**src/rtl/cpu_ad48_lsu.sv**
```systemverilog
// cpu_ad48_lsu: load/store unit computing EA = base + sext(disp33) and doing one DMEM word access per op
// Ports: req_* op offered by execute (taken while req_ready), mem_* DMEM req/ack port,
//        wb_d_* load result to the D file, wb_a_* post-inc EA to the A file, busy/fault status.
// Option: define CPU_AD48_LSU_BOUNDS_EN to fault on EA >= DM_WORDS (no DMEM access) instead of wrapping.
module cpu_ad48_lsu #(
  parameter int DM_WORDS = 128,
  parameter int ADDR_W = $clog2(DM_WORDS)
) (
  input  logic              clk,
  input  logic              reset,
  input  logic              req_valid,
  output logic              req_ready,
  input  logic              req_store,
  input  logic              req_postinc,
  input  logic [2:0]        req_ra,
  input  logic [47:0]       req_base,
  input  logic [32:0]       req_disp,
  input  logic [2:0]        req_rd,
  input  logic [47:0]       req_sdata,
  output logic              mem_req,
  output logic              mem_we,
  output logic [ADDR_W-1:0] mem_addr,
  output logic [47:0]       mem_wdata,
  input  logic              mem_ack,
  input  logic [47:0]       mem_rdata,
  output logic              wb_d_valid,
  output logic [2:0]        wb_d_idx,
  output logic [47:0]       wb_d_data,
  output logic              wb_a_valid,
  output logic [2:0]        wb_a_idx,
  output logic [47:0]       wb_a_data,
  output logic              busy,
  output logic              fault
);
  typedef enum logic [1:0] {IDLE, REQ, WB} state_t;
  state_t state;
  logic st, pi, oob;
  logic [2:0] ra, rd;
  logic [47:0] ea, sd, ea_n;
  assign ea_n = req_base + {{15{req_disp[32]}}, req_disp};
`ifdef CPU_AD48_LSU_BOUNDS_EN
  assign oob = ea_n >= 48'(DM_WORDS) || ea_n[47];
`else
  assign oob = 1'b0;
`endif
  assign req_ready = state == IDLE;
  assign busy = state != IDLE;
  assign mem_req = state == REQ;
  assign mem_we = mem_req && st;
  assign mem_addr = ea[ADDR_W-1:0];
  assign mem_wdata = sd;
  assign wb_d_idx = rd;
  assign wb_a_idx = ra;
  assign wb_a_data = ea;
  always_ff @(posedge clk or posedge reset)
    if (reset) begin
      state <= IDLE;
      st <= 1'b0;
      pi <= 1'b0;
      ra <= 3'd0;
      rd <= 3'd0;
      ea <= 48'd0;
      sd <= 48'd0;
      wb_d_valid <= 1'b0;
      wb_d_data <= 48'd0;
      wb_a_valid <= 1'b0;
      fault <= 1'b0;
    end else begin
      wb_d_valid <= 1'b0;
      wb_a_valid <= 1'b0;
      fault <= 1'b0;
      case (state)
        IDLE: if (req_valid) begin
          st <= req_store;
          pi <= req_postinc;
          ra <= req_ra;
          rd <= req_rd;
          ea <= ea_n;
          sd <= req_sdata;
          state <= oob ? WB : REQ;
          // out-of-bounds ops skip DMEM; their WB cycle is produced directly from here
          fault <= oob;
          wb_a_valid <= oob && req_postinc && req_ra != 3'd0;
        end
        REQ: if (mem_ack) begin
          state <= WB;
          wb_d_valid <= !st;
          wb_d_data <= mem_rdata;
          wb_a_valid <= pi && ra != 3'd0;
        end
        default: state <= IDLE;
      endcase
    end
endmodule

```
**config.mk**
```make
export PLATFORM = sky130hd
export DESIGN_NAME = cpu_ad48_lsu
export DESIGN_NICKNAME = d
export VERILOG_FILES = /design/src/rtl/cpu_ad48_lsu.sv
export SDC_FILE = /design/constraint.sdc
export NUM_CORES = 1
export LEC_CHECK = 0
export ABC_AREA = 1
export BUFFER_PORTS_ARGS = -buffer_cell sky130_fd_sc_hd__buf_2
export CELL_PAD_IN_SITES_DETAIL_PLACEMENT = 1
export CELL_PAD_IN_SITES_GLOBAL_PLACEMENT = 1
export CORE_UTILIZATION = 30
export CTS_BUF_LIST = sky130_fd_sc_hd__clkbuf_16
export CTS_CLUSTER_SIZE = 8
export DETAILED_ROUTE_END_ITERATION = 6
export PLACE_DENSITY = 0.83
export SLEW_MARGIN = 20
export SYNTH_ARGS = -nofsm -noshare
export SYNTH_HDL_FRONTEND = slang
export SYNTH_SLANG_ARGS = --single-unit
```
**constraint.sdc**
```tcl
create_clock -name clk -period 6.6 [get_ports clk]
set_input_delay 0 -clock clk [delete_from_list [all_inputs] [get_ports clk]]
set_output_delay 0 -clock clk [all_outputs]
set_load 0.1 [all_outputs]
```
==> results.md <==
- Status: finished clean
- Max_cap viols: 0
- Layout area overhead: 38.3%
- Number of vias per cell: 4.63
- Worst-case clock skew: 0.0101 ns
- FF+latch count, synth: 156
- Antenna violations before repair: 1
- Area leader, netlist: dfrtp_1
- Endpoints failing hold: 0
- CP top delay family: buffers and inverters
- Distinct cell type count after synthesis: 35
- Final hold slack: 0.0288 ns
- Post-detail-place hpwl: 29.3 mm
- Worst hold path type: in2reg
- Crit path largest cell delay: 0.71 ns
- GPL Wtd Cong: 0.941
- Row cnt: 66
- GRT Util Overall: 23.7%
- CORE AREA: 32700 µm²
- Drt drc: 0
- Non-filler cells, final: 2424
- WL/cell: 16.8 µm
- Deepest clock path buffer count: 2
- Post-synth EDFFs: 0
- Switching pwr: 5.20 mW
- Final Cycle Share: 43.5%
- Most used cell, CP: nand2_1
- Pre-antenna DRT Iters: 4
- Placed Cells: 2281
- Synth top area share: 38.9%
- PwrDens: 566 nW/µm²
- Buffer and inverter count on the worst path: 2
- Setup TNS: 0 ns
- Slew Limit Fails: 0
- Switching power share of the total: 66.3%
- Critical path's slowest cell: inv_2
- Fin util: 42.4%
- Remaining global-route overflow: 0
- Clk pwr share: 12.6%
- Top post-synthesis cells by area: dfrtp_1 39%, nand2_1 29%, inv_1 8.3%
- First-pass GRT wire length: 62.8 mm
- Synthesis Warnings: 0
- Routed WL: 40.6 mm
- CTS clk-pin slew, worst paths: 0.07 ns
- Share of layout cells above drive strength 1: 22.9%
- Clk Latency, worst-skew pair: 0.43 ns
- TritonCTS Sinks: 156
- Combinational share of power: 65.9%
- Cts repair resizes: 0
- Initial core utilization: 30.7%
- Slew @ Worst Pin: 0.928 ns
- Power Internal: 2.65 mW
- Ys async rst share: 100%
- Nets@finish: 2204
- CTS tree: built
- Gate Count Post-Synth: 1523
- Synth Cell Area: 10000 µm²
- Predominant post-synthesis flop cell: dfrtp_1
- # setup viols final: 0
- CTS HTree Levels: 4
- Critical path class: reg2reg
- Synth cell count leaders: 774 x nand2_1, 221 x inv_1, 156 x dfrtp_1, 65 x nand3_1, 53 x nor2_1
- Largest net degree at the start of global routing: 96
- PortBufs: 351
- Post-route minimum period: 2.87 ns
- Slew margin rel.: 38.1%
- Crit. End Element: flop
- Vias in the first global route: 12100
- Mapped Nets: 1760
- CP Cell Sequence: nor2_1 -> nand2_4 -> inv_2 -> buf_4 -> nand2_1 -> nand2_1
- Die Ht: 185 µm
- DRT iter0 DRCs: 401
- CP Launch Type: flop
- RSZ-0062 raised after global routing: false
- Most common cell in the synthesized netlist: nand2_1
- Root Driver: clkbuf_16
- Lkg Pwr: 8.16 nW
- WP data required: 6.96 ns
- CP max FO: 74
- Avg Inst Size Synth: 6.58 µm²
- Antenna Nets Post-Route: 0
- Die area: 34200 µm²
- Die W: 185 µm
- WP data arrival: 3.23 ns
- Portion of total power attributed to sequential cells: 21.4%
- Sequential share of the synthesized area: 38.9%
- IR drop worst, VDD: 383 µV
- Via count: 11200
- Num CTS Buffers: 17
- Io pins: 353
- Fmax: 349 MHz
[what timing repair did]
| item | in CTS | in global routing |
|---|---|---|
| setup buffers | 0 | 0 |
| hold endpoints to repair | 201 | 0 |
| hold buffers | 109 | 0 |
[path summary, 6_finish.rpt]
path	cells past startpoint	end	slack [ns]	startpoint
worst max register to register	6	mem_wdata[32]	3.73	state[0]
worst max-delay path	6	mem_wdata[32]	3.73	state[0]
max in group asynchronous	4	wb_d_data[34]	4.82	reset
worst min register to register	1	wb_d_valid	0.44	st
worst min-delay path	4	wb_a_data[1]	0.03	req_base[1]
min in group asynchronous	3	mem_wdata[39]	0.29	reset
[kinds of logic (layout without fill, tap and decap cells)]
logic type | count (synthesis) | in the layout | synth area share [%]
other cells | 1 | 3 | 0.0374
flops | 156 | 156 | 38.9
simple gates | 972 | 972 | 39.6
xor+xnor | 21 | 21 | 1.83
fa+ha+maj | 48 | 48 | 6.07
compound gates | 56 | 56 | 2.98
buf+inv | 269 | 726 | 10.6
[sequential cells by signal, summed over array words and instances, names as in the netlist]
register    count
mem_wdata      48
pi              1
st              1
state           2
wb_a_data      48
wb_a_idx        3
wb_a_valid      1
wb_d_data      48
wb_d_idx        3
wb_d_valid      1
[final cells by class]
type | count | area, µm²
repair buffers | 465 | 2890
multi-input cells | 1098 | 5070
clock inverters | 15 | 156
well taps | 442 | 553
fillers | 4295 | 18800
diodes | 2 | 5.00
flip-flops and latches | 156 | 3900
clock buffers | 17 | 425
inverters | 229 | 865
[routing by layer]
layer  wire length [µm]  global-route usage (%)
met5                  0                       0
met4               1500                    10.2
met1              17000                    27.9
met3               1860                    3.72
met2              20200                    42.3
[stage by stage]
stage               area, µm²  setup slack, ns  power (mW)
floorplan               10000             2.39        5.83
global placement        12200             3.82        6.67
detailed placement      12200             3.72        6.74
CTS                     13900             3.70        7.82
global route            13900             3.45        8.18
finish                  13900             3.73        7.85
[power by group through the flow]
stage,sequential [mW],clock (mW),combinational [mW]
2_1_floorplan,4.82,0,1.01
3_3_place_gp,1.65,0,5.02
3_5_place_dp,1.66,0,5.08
4_1_cts,1.66,1.02,5.14
5_1_grt,1.73,1.06,5.39
6_report,1.68,0.993,5.18
[layout by cell type, fill, tap and decap left out, drive strengths merged, types with 6 or more instances in the layout]
cell	n
nand3	70
dlygate4sd3	109
o21ai	21
xnor2	19
nor3	6
clkbuf	17
dfrtp	156
nand4	9
buf	356
nand3b	6
a21oi	29
inv	236
nor2	87
nand2	787
ha	47
[worst min-delay path, delay by kind of cell]
kind,cells,cell delay [ns]
and+or+nand+nor,2,0.11
adders and majority gates,1,0.20
buffers and inverters,1,0.11
(Power assumes the default switching activity.)
